File: config.mk
export PLATFORM = sky130hd
export DESIGN_NAME = tdm_frame_delay_flat
export DESIGN_NICKNAME = d
export VERILOG_FILES = /design/src/rtl/tdm_frame_delay_if.sv /design/src/rtl/tdm_frame_delay.sv /design/src/flat_wrapper.sv
export SDC_FILE = /design/constraint.sdc
export NUM_CORES = 1
export LEC_CHECK = 0
export ABC_AREA = 1
export ABC_CLOCK_PERIOD_IN_PS = 10900
export BUFFER_PORTS_ARGS = -buffer_cell sky130_fd_sc_hd__buf_2
export CAP_MARGIN = 20
export CORE_ASPECT_RATIO = 0.75
export CORE_MARGIN = 2
export CORE_UTILIZATION = 35
export DETAILED_ROUTE_END_ITERATION = 8
export GPL_ROUTABILITY_DRIVEN = 0
export HOLD_SLACK_MARGIN = 0.1
export SLEW_MARGIN = 20
export SYNTH_ARGS = -nofsm -noshare
export SYNTH_HDL_FRONTEND = slang
export SYNTH_SLANG_ARGS = --single-unit
File: constraint.sdc
create_clock -name clk50 -period 10.9 [get_ports clk50]
set_input_delay 0.545 -clock clk50 [delete_from_list [all_inputs] [get_ports clk50]]
set_output_delay 0.545 -clock clk50 [all_outputs]
set_load 0.005 [all_outputs]
File: src/rtl/tdm_frame_delay_if.sv
`default_nettype none
// ============================================================================
// Module      : tdm_frame_delay_if
// Description : ST-bus style TDM signal bundle for tdm_frame_delay.
//               master drives c4 / f0 / data_in and observes the engine
//               outputs; slave is the engine side.
//   c4         - asynchronous TDM bit clock
//   f0         - asynchronous frame pulse, active low
//   data_in    - asynchronous serial data, launched on c4
//   data_out   - data_in delayed by DELAY_BITS bits
//   bit_strobe - one-cycle pulse per bit
//   bit_cnt    - current bit index in the frame
//   slot_pulse - high for a whole slot while locked on a masked slot
//   frame_lock - engine is locked to f0
//   err_cnt    - saturating frame-error counter
// Revision    : 1.0 - initial release
// ============================================================================
interface tdm_frame_delay_if;
    logic       c4;
    logic       f0;
    logic       data_in;
    logic       data_out;
    logic       bit_strobe;
    logic [9:0] bit_cnt;
    logic       slot_pulse;
    logic       frame_lock;
    logic [7:0] err_cnt;

    modport master (
        output c4, f0, data_in,
        input  data_out, bit_strobe, bit_cnt, slot_pulse, frame_lock, err_cnt
    );

    modport slave (
        input  c4, f0, data_in,
        output data_out, bit_strobe, bit_cnt, slot_pulse, frame_lock, err_cnt
    );
endinterface
`default_nettype wire

File: src/rtl/tdm_frame_delay.sv
`default_nettype none
// ============================================================================
// Module      : tdm_frame_delay
// Description : TDM frame engine in the clk50 domain. Synchronises c4/f0/
//               data_in, locks a flywheel bit/slot counter to f0, delays the
//               serial stream by DELAY_BITS bits through a circular buffer
//               and produces slot-marker pulses from SLOT_MASK.
// Ports       : clk50      - system clock, rising edge
//               reset_rg_n - synchronous active-low reset
//               tdm        - tdm_frame_delay_if.slave (c4, f0, data_in in;
//                            data_out, bit_strobe, bit_cnt, slot_pulse,
//                            frame_lock, err_cnt out)
// Options     : TDM_FRAME_DELAY_ERR_CNT_EN - build the frame-error counter;
//               when undefined err_cnt is tied to zero.
// Revision    : 1.0 - initial release
// ============================================================================
module tdm_frame_delay #(
    parameter int                      FRAME_BITS    = 256,
    parameter int                      TICKS_PER_BIT = 2,
    parameter int                      DELAY_BITS    = 384,
    parameter int                      MISS_LIMIT    = 3,
    parameter logic [FRAME_BITS/8-1:0] SLOT_MASK     = 32'h0000_0015
) (
    input  wire logic        clk50,
    input  wire logic        reset_rg_n,
    tdm_frame_delay_if.slave tdm
);

    localparam int               C_WP_W      = $clog2(DELAY_BITS);
    localparam int               C_FILL_W    = $clog2(DELAY_BITS + 1);
    localparam logic [9:0]       C_LAST_BIT  = 10'(FRAME_BITS - 1);
    localparam logic [1:0]       C_LAST_PH   = 2'(TICKS_PER_BIT - 1);
    localparam logic [3:0]       C_MISS_LIM  = 4'(MISS_LIMIT);
    localparam logic [C_WP_W-1:0]   C_WP_LAST   = C_WP_W'(DELAY_BITS - 1);
    localparam logic [C_FILL_W-1:0] C_FILL_FULL = C_FILL_W'(DELAY_BITS);
    // Mask widened to the full 7-bit slot index range for safe indexing.
    localparam logic [127:0]     C_MASK_EXT  = 128'(SLOT_MASK);

    typedef enum logic [0:0] {
        ST_HUNT   = 1'b0,
        ST_LOCKED = 1'b1
    } state_t;

    // ------------------------------------------------------------------
    // Input synchronisers; third c4 stage is the edge detector.
    // ------------------------------------------------------------------
    logic r_c4_s1, r_c4_s2, r_c4_s3;
    logic r_f0_s1, r_f0_s2;
    logic r_din_s1, r_din_s2;

    always_ff @(posedge clk50) begin
        if (!reset_rg_n) begin
            r_c4_s1  <= 1'b0;
            r_c4_s2  <= 1'b0;
            r_c4_s3  <= 1'b0;
            r_f0_s1  <= 1'b0;
            r_f0_s2  <= 1'b0;
            r_din_s1 <= 1'b0;
            r_din_s2 <= 1'b0;
        end else begin
            r_c4_s1  <= tdm.c4;
            r_c4_s2  <= r_c4_s1;
            r_c4_s3  <= r_c4_s2;
            r_f0_s1  <= tdm.f0;
            r_f0_s2  <= r_f0_s1;
            r_din_s1 <= tdm.data_in;
            r_din_s2 <= r_din_s1;
        end
    end

    logic w_tick;
    logic w_f0_low;
    assign w_tick   = r_c4_s2 & ~r_c4_s3;
    assign w_f0_low = w_tick & ~r_f0_s2;

    // ------------------------------------------------------------------
    // Tick index t = {bit_cnt, phase}
    // ------------------------------------------------------------------
    logic [9:0] r_bit_cnt;
    logic [1:0] r_phase;
    logic       r_bit_strobe;
    logic       r_din_smp;
    logic       w_wrap;
    logic [9:0] w_nxt_bit;
    logic [1:0] w_nxt_ph;
    logic [9:0] w_upd_bit;
    logic [1:0] w_upd_ph;

    assign w_wrap = (r_bit_cnt == C_LAST_BIT) && (r_phase == C_LAST_PH);

    always_comb begin
        w_nxt_bit = r_bit_cnt;
        w_nxt_ph  = r_phase + 2'd1;
        if (w_wrap) begin
            w_nxt_bit = 10'd0;
            w_nxt_ph  = 2'd0;
        end else if (r_phase == C_LAST_PH) begin
            w_nxt_bit = r_bit_cnt + 10'd1;
            w_nxt_ph  = 2'd0;
        end
        // A sampled f0 realigns the frame and wins over the increment.
        w_upd_bit = w_f0_low ? 10'd0 : w_nxt_bit;
        w_upd_ph  = w_f0_low ? 2'd0  : w_nxt_ph;
    end

    always_ff @(posedge clk50) begin
        if (!reset_rg_n) begin
            r_bit_cnt    <= 10'd0;
            r_phase      <= 2'd0;
            r_bit_strobe <= 1'b0;
            r_din_smp    <= 1'b0;
        end else begin
            r_bit_strobe <= w_tick && (w_upd_ph == C_LAST_PH);
            if (w_tick) begin
                r_bit_cnt <= w_upd_bit;
                r_phase   <= w_upd_ph;
                r_din_smp <= r_din_s2;
            end
        end
    end

    // ------------------------------------------------------------------
    // Lock state machine
    // ------------------------------------------------------------------
    state_t     r_state, w_state_nxt;
    logic [3:0] r_miss,  w_miss_nxt;
    logic       w_err_inc;

    always_ff @(posedge clk50) begin
        if (!reset_rg_n) begin
            r_state <= ST_HUNT;
            r_miss  <= 4'd0;
        end else begin
            r_state <= w_state_nxt;
            r_miss  <= w_miss_nxt;
        end
    end

    always_comb begin
        w_state_nxt = r_state;
        w_miss_nxt  = r_miss;
        w_err_inc   = 1'b0;
        case (r_state)
            ST_HUNT: begin
                if (w_f0_low) begin
                    w_state_nxt = ST_LOCKED;
                    w_miss_nxt  = 4'd0;
                end
            end
            ST_LOCKED: begin
                if (w_tick) begin
                    if (w_wrap) begin
                        if (!r_f0_s2) begin
                            w_miss_nxt = 4'd0;
                        end else begin
                            // Flywheel: counter wraps anyway, miss recorded.
                            w_miss_nxt = r_miss + 4'd1;
                            w_err_inc  = 1'b1;
                            if (r_miss + 4'd1 == C_MISS_LIM) begin
                                w_state_nxt = ST_HUNT;
                            end
                        end
                    end else if (!r_f0_s2) begin
                        // Early frame pulse: realigned by the counter logic.
                        w_err_inc  = 1'b1;
                        w_miss_nxt = 4'd0;
                    end
                end
            end
            default: w_state_nxt = ST_HUNT;
        endcase
    end

`ifdef TDM_FRAME_DELAY_ERR_CNT_EN
    logic [7:0] r_err_cnt;
    always_ff @(posedge clk50) begin
        if (!reset_rg_n) begin
            r_err_cnt <= 8'd0;
        end else if (w_err_inc && (r_err_cnt != 8'hFF)) begin
            r_err_cnt <= r_err_cnt + 8'd1;
        end
    end
    assign tdm.err_cnt = r_err_cnt;
`else
    logic w_unused_err_inc;
    assign w_unused_err_inc = w_err_inc;
    assign tdm.err_cnt      = 8'd0;
`endif

    // ------------------------------------------------------------------
    // Delay line: read-before-write at wptr on every bit strobe. The
    // storage has no reset; the fill counter masks stale contents.
    // ------------------------------------------------------------------
    logic [DELAY_BITS-1:0] r_mem;
    logic [C_WP_W-1:0]     r_wptr;
    logic [C_FILL_W-1:0]   r_fill;
    logic                  r_data_out;

    always_ff @(posedge clk50) begin
        if (r_bit_strobe) begin
            r_mem[r_wptr] <= r_din_smp;
        end
    end

    always_ff @(posedge clk50) begin
        if (!reset_rg_n) begin
            r_wptr     <= '0;
            r_fill     <= '0;
            r_data_out <= 1'b0;
        end else if (r_bit_strobe) begin
            r_data_out <= (r_fill == C_FILL_FULL) ? r_mem[r_wptr] : 1'b0;
            r_wptr     <= (r_wptr == C_WP_LAST) ? '0 : r_wptr + 1'b1;
            if (r_fill != C_FILL_FULL) begin
                r_fill <= r_fill + 1'b1;
            end
        end
    end

    // ------------------------------------------------------------------
    // Slot markers, one cycle behind bit_cnt
    // ------------------------------------------------------------------
    logic       r_slot_pulse;
    logic [6:0] w_slot;
    assign w_slot = r_bit_cnt[9:3];

    always_ff @(posedge clk50) begin
        if (!reset_rg_n) begin
            r_slot_pulse <= 1'b0;
        end else begin
            r_slot_pulse <= (r_state == ST_LOCKED) && C_MASK_EXT[w_slot];
        end
    end

    assign tdm.data_out   = r_data_out;
    assign tdm.bit_strobe = r_bit_strobe;
    assign tdm.bit_cnt    = r_bit_cnt;
    assign tdm.slot_pulse = r_slot_pulse;
    assign tdm.frame_lock = (r_state == ST_LOCKED);

endmodule
`default_nettype wire

File: src/flat_wrapper.sv
// flat-port wrapper written by rule: the top's interface ports become plain ports
module tdm_frame_delay_flat 
#(
    parameter int                      FRAME_BITS    = 256,
    parameter int                      TICKS_PER_BIT = 2,
    parameter int                      DELAY_BITS    = 384,
    parameter int                      MISS_LIMIT    = 3,
    parameter logic [FRAME_BITS/8-1:0] SLOT_MASK     = 32'h0000_0015
)
  (clk50, reset_rg_n, tdm_c4, tdm_f0, tdm_data_in, tdm_data_out, tdm_bit_strobe, tdm_bit_cnt, tdm_slot_pulse, tdm_frame_lock, tdm_err_cnt);
  tdm_frame_delay_if tdm_i ();
  input  wire logic clk50;
  input  wire logic reset_rg_n;
  input wire logic [$bits(tdm_i.c4)-1:0] tdm_c4;
  input wire logic [$bits(tdm_i.f0)-1:0] tdm_f0;
  input wire logic [$bits(tdm_i.data_in)-1:0] tdm_data_in;
  output wire logic [$bits(tdm_i.data_out)-1:0] tdm_data_out;
  output wire logic [$bits(tdm_i.bit_strobe)-1:0] tdm_bit_strobe;
  output wire logic [$bits(tdm_i.bit_cnt)-1:0] tdm_bit_cnt;
  output wire logic [$bits(tdm_i.slot_pulse)-1:0] tdm_slot_pulse;
  output wire logic [$bits(tdm_i.frame_lock)-1:0] tdm_frame_lock;
  output wire logic [$bits(tdm_i.err_cnt)-1:0] tdm_err_cnt;
  assign tdm_i.c4 = tdm_c4;
  assign tdm_i.f0 = tdm_f0;
  assign tdm_i.data_in = tdm_data_in;
  assign tdm_data_out = tdm_i.data_out;
  assign tdm_bit_strobe = tdm_i.bit_strobe;
  assign tdm_bit_cnt = tdm_i.bit_cnt;
  assign tdm_slot_pulse = tdm_i.slot_pulse;
  assign tdm_frame_lock = tdm_i.frame_lock;
  assign tdm_err_cnt = tdm_i.err_cnt;
  tdm_frame_delay #(.FRAME_BITS(FRAME_BITS), .TICKS_PER_BIT(TICKS_PER_BIT), .DELAY_BITS(DELAY_BITS), .MISS_LIMIT(MISS_LIMIT), .SLOT_MASK(SLOT_MASK)) u_core (.clk50(clk50), .reset_rg_n(reset_rg_n), .tdm(tdm_i));
endmodule
# Word-level counts from Yosys, hierarchy flattened
# Memories as Yosys holds them, arrays and structs flattened. A register that Yosys moved wholly into a read port is not among the register bits.
# Cells that the tools add are included.
dict set report totals {
  out_inout_bits 22
  elab_cells 78
  ff_bits 430
  mem_bits_ro 128
  mem_count 1
  input_bits 5
}
dict set report classes {
  magnitude_cmp 3
  bitwise 5
  n_mux 28
  eq_ne 10
  add_sub_neg 5
  n_reduce_logical 8
}
# memory depth width rd rd_clocked_by_memory_dff write_ports line_no
set memory_table {}
lappend memory_table {{(name not given)} 128 1 1 1 0 tdm_frame_delay.sv:230} ;# r_slot_pulse <= (r_state == ST_LOCKED) && C_MASK_EXT[w_slot];
# operator n
set op_table {}
lappend op_table {{$bwmux W384} 1}
lappend op_table {{$mux W10} 3}
lappend op_table {{$mux W4} 5}
lappend op_table {{$add A9 B1 Y9 const B} 2}
lappend op_table {{$eq A9 B9 Y1 const B} 2}
lappend op_table {{$mux W7} 2}
lappend op_table {{$add A10 B1 Y10 const B} 1}
lappend op_table {{$eq A10 B8 Y1 const B} 1}
lappend op_table {{$lt A9 B10 Y1 const B} 1}
lappend op_table {{$bmux W1 S9} 1}
lappend op_table {{$demux W1 S9} 1}
lappend op_table {{$ge A9 B1 Y1 const B} 1}
lappend op_table {{$mux W1} 9}
lappend op_table {{$mux W9} 1}
lappend op_table {{$ne A9 B9 Y1 const B} 1}
lappend op_table {{$lt A7 B8 Y1 const B} 1}
lappend op_table {{$pmux W4 S2} 1}
lappend op_table {{$mux W2} 3}
lappend op_table {{$add A4 B1 Y4 const B} 1}
lappend op_table {{$eq A2 B1 Y1 const B} 2}
lappend op_table {{$eq A4 B2 Y1 const B} 1}
lappend op_table {{$logic_and A1 B1 Y1} 4}
lappend op_table {{$ne A2 B1 Y1 const B} 2}
lappend op_table {{$reduce_and A2 Y1} 2}
lappend op_table {{other kinds (7)} 10}

# Longest topological paths before layout
# Gate-level depths: netlist (run 1).
dict set report logic_depth {
  word_depth 7
  depth_mapped 18
  ltp_nobuf 17
}

# Least setup slack after synthesis (run 1)
# OpenSTA, ideal clock, no wires.
dict set report synth_timing {
  path_type {flip-flop to flip-flop}
  start {register u_core.r_din_smp}
  end {register u_core.r_mem[0], data pin}
  setup_slack_ps 4767
  synth_period_minus_slack_ps 6133
  stages_incl_launch_ff 1
  t_arrival_ps 4952
  setup_ps 1182
  required_time_ps 9718
  path_cell_list {dfxtp_1}
}
dict set report synth_between {
  elab_chain_cells 1
}
# element line_no
set synth_rtl {}
lappend synth_rtl {{from (decl)} tdm_frame_delay.sv:82} ;# logic r_din_smp;
lappend synth_rtl {{from (signal assigned)} tdm_frame_delay.sv:117} ;# r_din_smp <= r_din_s2;
lappend synth_rtl {{$bwmux W384} tdm_frame_delay.sv:201} ;# r_mem[r_wptr] <= r_din_smp;
lappend synth_rtl {{to (signal, indexed assignment)} tdm_frame_delay.sv:201}
lappend synth_rtl {{to (decl)} tdm_frame_delay.sv:194} ;# logic [DELAY_BITS-1:0] r_mem;
# Every way passes these cells.
# A chain may end at the register's enable or synchronous reset.

==> results of run 1 <==
worst min-delay path, cell delays in order:
cell and delay [ns]:
buf_2 0.08, nand2_1 0.04, inv_1 0.04
power groups by stage:
stage	logic, mW	registers (mW)	clock network [mW]
2_1_floorplan	0.0683	1.85	0
3_3_place_gp	0.0980	1.84	0
3_5_place_dp	0.0993	1.84	0
4_1_cts	0.0998	1.80	1.49
5_1_grt	0.113	1.80	1.55
6_report	0.0996	1.80	1.47
state kept, by name (all words and copies together) (netlist names), named ones only:
| signal | cells |
|---|---|
| u_core.r_din_s2 | 1 |
| u_core.r_miss | 4 |
| u_core.tdm.bit_strobe | 1 |
| u_core.r_f0_s2 | 1 |
| u_core.tdm.data_out | 1 |
| u_core.r_c4_s1 | 1 |
| u_core.r_c4_s2 | 1 |
| u_core.r_wptr | 9 |
| u_core.r_din_smp | 1 |
| u_core.tdm.bit_cnt | 10 |
| u_core.r_c4_s3 | 1 |
| u_core.r_mem | 384 |
| u_core.r_phase | 2 |
| u_core.tdm.frame_lock | 1 |
| u_core.tdm.slot_pulse | 1 |
| u_core.r_fill | 9 |
| u_core.r_f0_s1 | 1 |
| u_core.r_din_s1 | 1 |
per-stage QoR:
| step | power, mW | hold WS (ns) |
|---|---|---|
| detailed placement | 1.94 | 0.404 |
| finish | 3.37 | 0.179 |
| global route | 3.47 | 0.193 |
| global placement | 1.94 | 0.400 |
| CTS | 3.40 | 0.161 |
| floorplan | 1.92 | 0.390 |
layout by cell type, fill, tap and decap left out, types with 11 or more instances in the layout:
cell type	instances
dfxtp_1	44
nand2_1	595
edfxtp_1	384
o21ai_0	89
clkinv_2	11
buf_2	18
nand3_1	64
o21ai_1	44
inv_1	180
a21oi_1	20
buf_4	19
nor2_1	623
nor3_1	15
clkbuf_16	45
cell type report:
| class | count | area share (%) |
|---|---|---|
| multi-input combinational | 1510 | 28.2 |
| timing repair buffer | 39 | 1.24 |
| clock buffer | 59 | 5.61 |
| inverter | 183 | 3.16 |
| sequential | 431 | 57.0 |
| tap | 731 | 4.17 |
| clock inverter | 18 | 0.611 |
cells by family after synthesis:
group,count (synthesis),synth area share [%]
AOI/OAI and AO/OA,170,4.47
adders and majority gates,9,0.563
buffers and inverters,323,6.99
other,1,0.0187
xor gates and xnor gates,4,0.175
DFF,431,62.3
and+or+nand+nor,1319,25.5
worst paths after layout:
path	slack [ns]	from	end
hold reg to reg	0.41	u_core.r_din_s1	u_core.r_din_s2
setup reg to reg	7.44	u_core.r_wptr[1]	u_core.r_mem[191]
setup / recovery	7.44	u_core.r_wptr[1]	u_core.r_mem[191]
hold / removal	0.18	tdm_data_in	u_core.r_din_s1
metal layers:
layer | vias to the layer above | part of all wire (%) | track usage, %
met5 | - | 0.017 | 0
met4 | 2 | 1.9 | 4.17
met3 | 75 | 8.3 | 3.04
met2 | 492 | 42 | 25.6
met1 | 7127 | 48 | 26.3
li1 | 7080 | - | -
==> flow_metrics.env, run 1 <==
export IMPL_antenna_cells=0
export IMPL_power_net_switching_mw=0.715
export IMPL_nNetsFinal=2221
export IMPL_yosysTopAreaCell="edfxtp_1"
export IMPL_final_cells=2971
export IMPL_leakage_nw=8.14
export IMPL_dpl_worst_slack_ns=7.44
export IMPL_finalWirelength_mm=51.6
export IMPL_netlist_top_cells_area="edfxtp_1, nor2_1, nand2_1"
export IMPL_seq_power_share_pct=53.6
export IMPL_via_per_inst=4.97
export IMPL_critical_path_depth=8
export IMPL_grt_pass1_wl_mm=79.8
export IMPL_async_flop_share_pct=0
export IMPL_worst_skew_pair_late_latency_ns=0.56
export IMPL_seqCellArea_sq_um=12500
export IMPL_max_vdd_ir_drop_mv=0.116
export IMPL_power_density_nw_per_um2=154
export IMPL_synthFlopType="edfxtp_1"
export IMPL_grt_max_degree=250
export IMPL_rsz0062_at_grt="no"
export IMPL_swShare_pct=21.2
export IMPL_antenna_found_initial=1
export IMPL_grt_pass1_vias=13900
export IMPL_p_int_mw=2.66
export IMPL_clk_path_buf_depth=3
export IMPL_synth_edf_count=384
export IMPL_rows=75
export IMPL_fmax_mhz=289
export IMPL_drt_iter0_markers=1519
export IMPL_setup_ws_ns=7.44
export IMPL_io_pins=27
export IMPL_drc=0
export IMPL_cp_max_fo=62
export IMPL_dpl_instance_area_sq_um=20500
export IMPL_numCtsBuffers=42
export IMPL_clockPowerShare_pct=43.5
export IMPL_drv_cap=0
export IMPL_cts_root_buf="clkbuf_16"
export IMPL_p_comb_share_pct=3.0
export IMPL_cts_hold_buf=0
export IMPL_dp_cells=2894
export IMPL_yosys_warnings=0
export IMPL_path_class="flop to flop"
export IMPL_cts_setup_buffers=0
export IMPL_ant_nets=0
export IMPL_synth_most_common_cell="nor2_1"
export IMPL_hold_path_class="input pin to flop"
export IMPL_finalSetupViolCount=0
export IMPL_fin_tns_setup_ns=0
export IMPL_cts_resized=0
export IMPL_path_clk_slew_ns=0.07
export IMPL_grt_usage_pct=17.3
export IMPL_cp_slowest_cell="buf_4"
export IMPL_fillerInstances=5588
export IMPL_crit_family="buffers and inverters"
export IMPL_post_route_min_period_ns=3.46
export IMPL_cts_sinks=431
export IMPL_cts_tree="built"
export IMPL_syn_avg_cell_area_sq_um=8.87
export IMPL_synth_cell_types=36
export IMPL_yosysTopAreaCellShare_pct=57.6
export IMPL_die_y_um=211
export IMPL_fp_dieW_um=280
export IMPL_end_kind="flop"
export IMPL_design_area_sq_um=21900
export IMPL_ff2ff_path_depth=8
export IMPL_wl_per_cell_um=17.4
export IMPL_drv_slew=0
export IMPL_die_area_sq_um=59100
export IMPL_cp_data_required_time_ns=11.15
export IMPL_first_pass_iters=6
export IMPL_path_buf_inv=3
export IMPL_netlist_area_sq_um=20000
export IMPL_start_util_pct=35.6
export IMPL_coreArea_sq_um=56200
export IMPL_fin_skew_ns=0.0176
export IMPL_dp_hpwl_mm=28.6
export IMPL_multiInputGateArea_sq_um=6190
export IMPL_slowest_delay_ns=0.78
export IMPL_drive_gt1_share_pct=5.31
export IMPL_synth_cells=2257
export IMPL_areaGrowthSynthToFinish_pct=9.48
export IMPL_utilization_pct=39.0
export IMPL_ys_seq_area_share_pct=62.3
export IMPL_slew_headroom_pct=30.2
export IMPL_vias=14800
export IMPL_crit_chain="buf_4 -> ha_1 -> nand2_1 -> nor2_1 -> inv_1 -> nor2_1 -> inv_1 -> nor3_1"
export IMPL_hold_depth=3
export IMPL_startpoint_type="flop"
export IMPL_synth_commonest_cells="nor2_1, nand2_1, edfxtp_1"
export IMPL_finalHoldViolCount=0
export IMPL_worstPathArrival_ns=3.71
export IMPL_htreeDepth=2
export IMPL_status="complete, no violations"
export IMPL_period_share_pct=31.7
export IMPL_overflow=0
export IMPL_numPortBuffers=18
export IMPL_synth_seq_cells=431
export IMPL_worst_pin_slew_ns=1.05
(Power assumes the default switching activity.)
==> inputs of run 2 (changes only) <==
--- a/config.mk
+++ b/config.mk
@@ -5,8 +5,8 @@
 export SDC_FILE = /design/constraint.sdc
 export NUM_CORES = 1
 export LEC_CHECK = 0
-export ABC_AREA = 1
-export ABC_CLOCK_PERIOD_IN_PS = 10900
+export ABC_AREA = 0
+export ABC_CLOCK_PERIOD_IN_PS = 3300
 export BUFFER_PORTS_ARGS = -buffer_cell sky130_fd_sc_hd__buf_2
 export CAP_MARGIN = 20
 export CORE_ASPECT_RATIO = 0.75
==> constraint.sdc (replaced) <==
create_clock -name clk50 -period 3.3 [get_ports clk50]
set_input_delay 0.165 -clock clk50 [delete_from_list [all_inputs] [get_ports clk50]]
set_output_delay 0.165 -clock clk50 [all_outputs]
set_load 0.005 [all_outputs]
==> run 2 against run 1 <==
Against the previous run: area after synthesis shrank 6.0%; power rose to 3.1 times the previous value; routed wire length decreased by 11%; utilization rose by 0.96 points; clock-buffer cell count grew 1; first-iteration DRC count down 0.13%; worst hold slack better by 0.25 ns; highest routed layer is now met4.
==> flow_metrics.env, run 2 <==
export IMPL_end_kind="flop"
export IMPL_numCtsBuffers=41
export IMPL_synth_most_common_cell="nor2_1"
export IMPL_period_share_pct=85.4
export IMPL_synth_seq_cells=431
export IMPL_power_density_nw_per_um2=493
export IMPL_fillerInstances=4935
export IMPL_cts_tree="built"
export IMPL_io_pins=27
export IMPL_fmax_mhz=355
export IMPL_multiInputGateArea_sq_um=5790
export IMPL_cts_setup_buffers=0
export IMPL_start_util_pct=35.5
export IMPL_antenna_cells=0
export IMPL_hold_path_class="flop to flop"
export IMPL_drv_slew=0
export IMPL_synth_commonest_cells="nor2_1, edfxtp_1, mux4_2"
export IMPL_path_class="flop to flop"
export IMPL_cts_resized=0
export IMPL_fin_tns_setup_ns=0
export IMPL_areaGrowthSynthToFinish_pct=12.7
export IMPL_slew_headroom_pct=35.5
export IMPL_synthFlopType="edfxtp_1"
export IMPL_clockPowerShare_pct=43.1
export IMPL_dpl_worst_slack_ns=0.472
export IMPL_nNetsFinal=1426
export IMPL_grt_pass1_vias=11100
export IMPL_worstPathArrival_ns=3.25
export IMPL_vias=11400
export IMPL_leakage_nw=6.38
export IMPL_worst_pin_slew_ns=0.967
export IMPL_worst_skew_pair_late_latency_ns=0.55
export IMPL_finalSetupViolCount=0
export IMPL_grt_pass1_wl_mm=69.4
export IMPL_final_cell_mix="nor2_1, edfxtp_1, mux4_2, buf_4, nand2_1"
export IMPL_netlist_area_sq_um=18800
export IMPL_netlist_top_cells_area="edfxtp_1, mux4_2, nor2_1"
export IMPL_cp_data_required_time_ns=3.74
export IMPL_first_pass_iters=5
export IMPL_yosys_warnings=0
export IMPL_rsz0062_at_grt="no"
export IMPL_finalHoldViolCount=0
export IMPL_yosysTopAreaCellShare_pct=61.3
export IMPL_layout_commonest_cell="nor2_1"
export IMPL_synth_cells=1377
export IMPL_synth_edf_count=384
export IMPL_p_comb_share_pct=0.7
export IMPL_cp_max_fo=20
export IMPL_cts_root_buf="clkbuf_16"
export IMPL_overflow=0
export IMPL_die_y_um=205
export IMPL_die_area_sq_um=55600
export IMPL_drive_gt1_share_pct=15.5
export IMPL_ant_nets=0
export IMPL_finalWirelength_mm=45.7
export IMPL_post_route_min_period_ns=2.82
export IMPL_p_int_mw=8.38
export IMPL_rows=73
export IMPL_seq_power_share_pct=56.3
export IMPL_max_vdd_ir_drop_mv=0.330
export IMPL_setup_ws_ns=0.483
export IMPL_largest_reg_flops=384
export IMPL_fin_skew_ns=0.0222
export IMPL_via_per_inst=5.28
export IMPL_clk_path_buf_depth=3
export IMPL_fp_dieW_um=272
export IMPL_grt_max_degree=97
export IMPL_wl_per_cell_um=21.2
export IMPL_drv_cap=0
export IMPL_yosysTopAreaCell="edfxtp_1"
export IMPL_utilization_pct=39.9
export IMPL_cts_sinks=431
export IMPL_syn_avg_cell_area_sq_um=13.7
export IMPL_seqCellArea_sq_um=12500
export IMPL_cts_hold_buf=7
export IMPL_htreeDepth=2
export IMPL_drc=0
export IMPL_drt_iter0_markers=1517
export IMPL_swShare_pct=19.7
export IMPL_ys_seq_area_share_pct=66.3
export IMPL_startpoint_type="flop"
export IMPL_synth_cell_types=59
export IMPL_power_net_switching_mw=2.06
export IMPL_numPortBuffers=18
export IMPL_async_flop_share_pct=0
export IMPL_coreArea_sq_um=53100
export IMPL_top_register="u_core.r_mem"
export IMPL_status="complete, no violations"
export IMPL_antenna_found_initial=0
export IMPL_path_clk_slew_ns=0.07
export IMPL_grt_usage_pct=16.5
export IMPL_dp_hpwl_mm=27.3
[run 2: cell count changes in the layout (fill, tap and decap cells not counted), sizes merged, moves of 12 or more]
cell,delta
a22oi,+14
and2,+15
buf,+46
inv,-174
mux2i,+46
mux4,+86
nand2,-540
nand3,-48
nor2,-195
nor2b,+18
o21ai,-119
xor2,+12
[run 2: metrics by stage]
step / cell area [sq um] / total power [mW] / hold slack, ns / instances
global route: 21200 / 10.7 / 0.452 / 2153
finish: 21200 / 10.4 / 0.434 / 2153
detailed placement: 19900 / 6.06 / 0.396 / 2074
floorplan: 18800 / 6.04 / 0.292 / 1384
global placement: 19900 / 6.06 / 0.390 / 2074
CTS: 21200 / 10.5 / 0.436 / 2153
[run 2: worst paths after layout]
kind | cells past startpoint | slack, ns | end | from
max | 8 | 0.48 | u_core.tdm.data_out | u_core.r_wptr[0]
min reg2reg | 1 | 0.43 | u_core.r_din_s2 | u_core.r_din_s1
max reg2reg | 8 | 0.48 | u_core.tdm.data_out | u_core.r_wptr[0]
min | 1 | 0.43 | u_core.r_din_s2 | u_core.r_din_s1
[run 2: layout make-up]
cell class	count	area share (%)
sequential	431	58.9
multi-input combinational	835	27.3
clock buffer	60	5.41
tap	712	4.20
timing repair buffer	92	3.60
clock inverter	12	0.395
inverter	11	0.195
[run 2: logic make-up (layout without fill, tap and decap cells)]
family	after synthesis	after routing	share of synthesized area, %
buffers and inverters	118	175	3.09
XOR/XNOR	24	24	1.12
AND/OR/NAND/NOR	581	581	12.8
flip-flops	431	431	66.3
AO/OA/AOI/OAI	79	79	2.92
adder cells (fa/ha/maj)	9	9	0.599
multiplexers	134	134	13.1
other	1	8	0.0199
[run 2: routing by layer]
layer,share of wire [%],GRT usage [%],vias up
met3,8.2,3.18,58
met5,0,0,-
met2,43,24.1,416
met1,47,25.4,5840
li1,-,-,5054
met4,1.7,3.71,0
[run 2: power groups by stage]
stage | Clock [mW] | Sequential (mW) | Combinational (mW)
finish | 4.50 | 5.88 | 0.0704
global route | 4.79 | 5.87 | 0.0780
floorplan | 0 | 6.00 | 0.0412
detailed placement | 0 | 5.99 | 0.0643
CTS | 4.58 | 5.88 | 0.0709
global placement | 0 | 5.99 | 0.0633
[run 2: critical path, stage by stage, from the launching register on]
cell       delay [ns]
dfxtp_4          0.62
buf_4            0.34
mux4_2           0.53
mux2i_1          0.14
nor2_1           0.06
nor4_2           0.24
o2111ai_1        0.29
a2bb2oi_1        0.25
a21bo_1          0.22
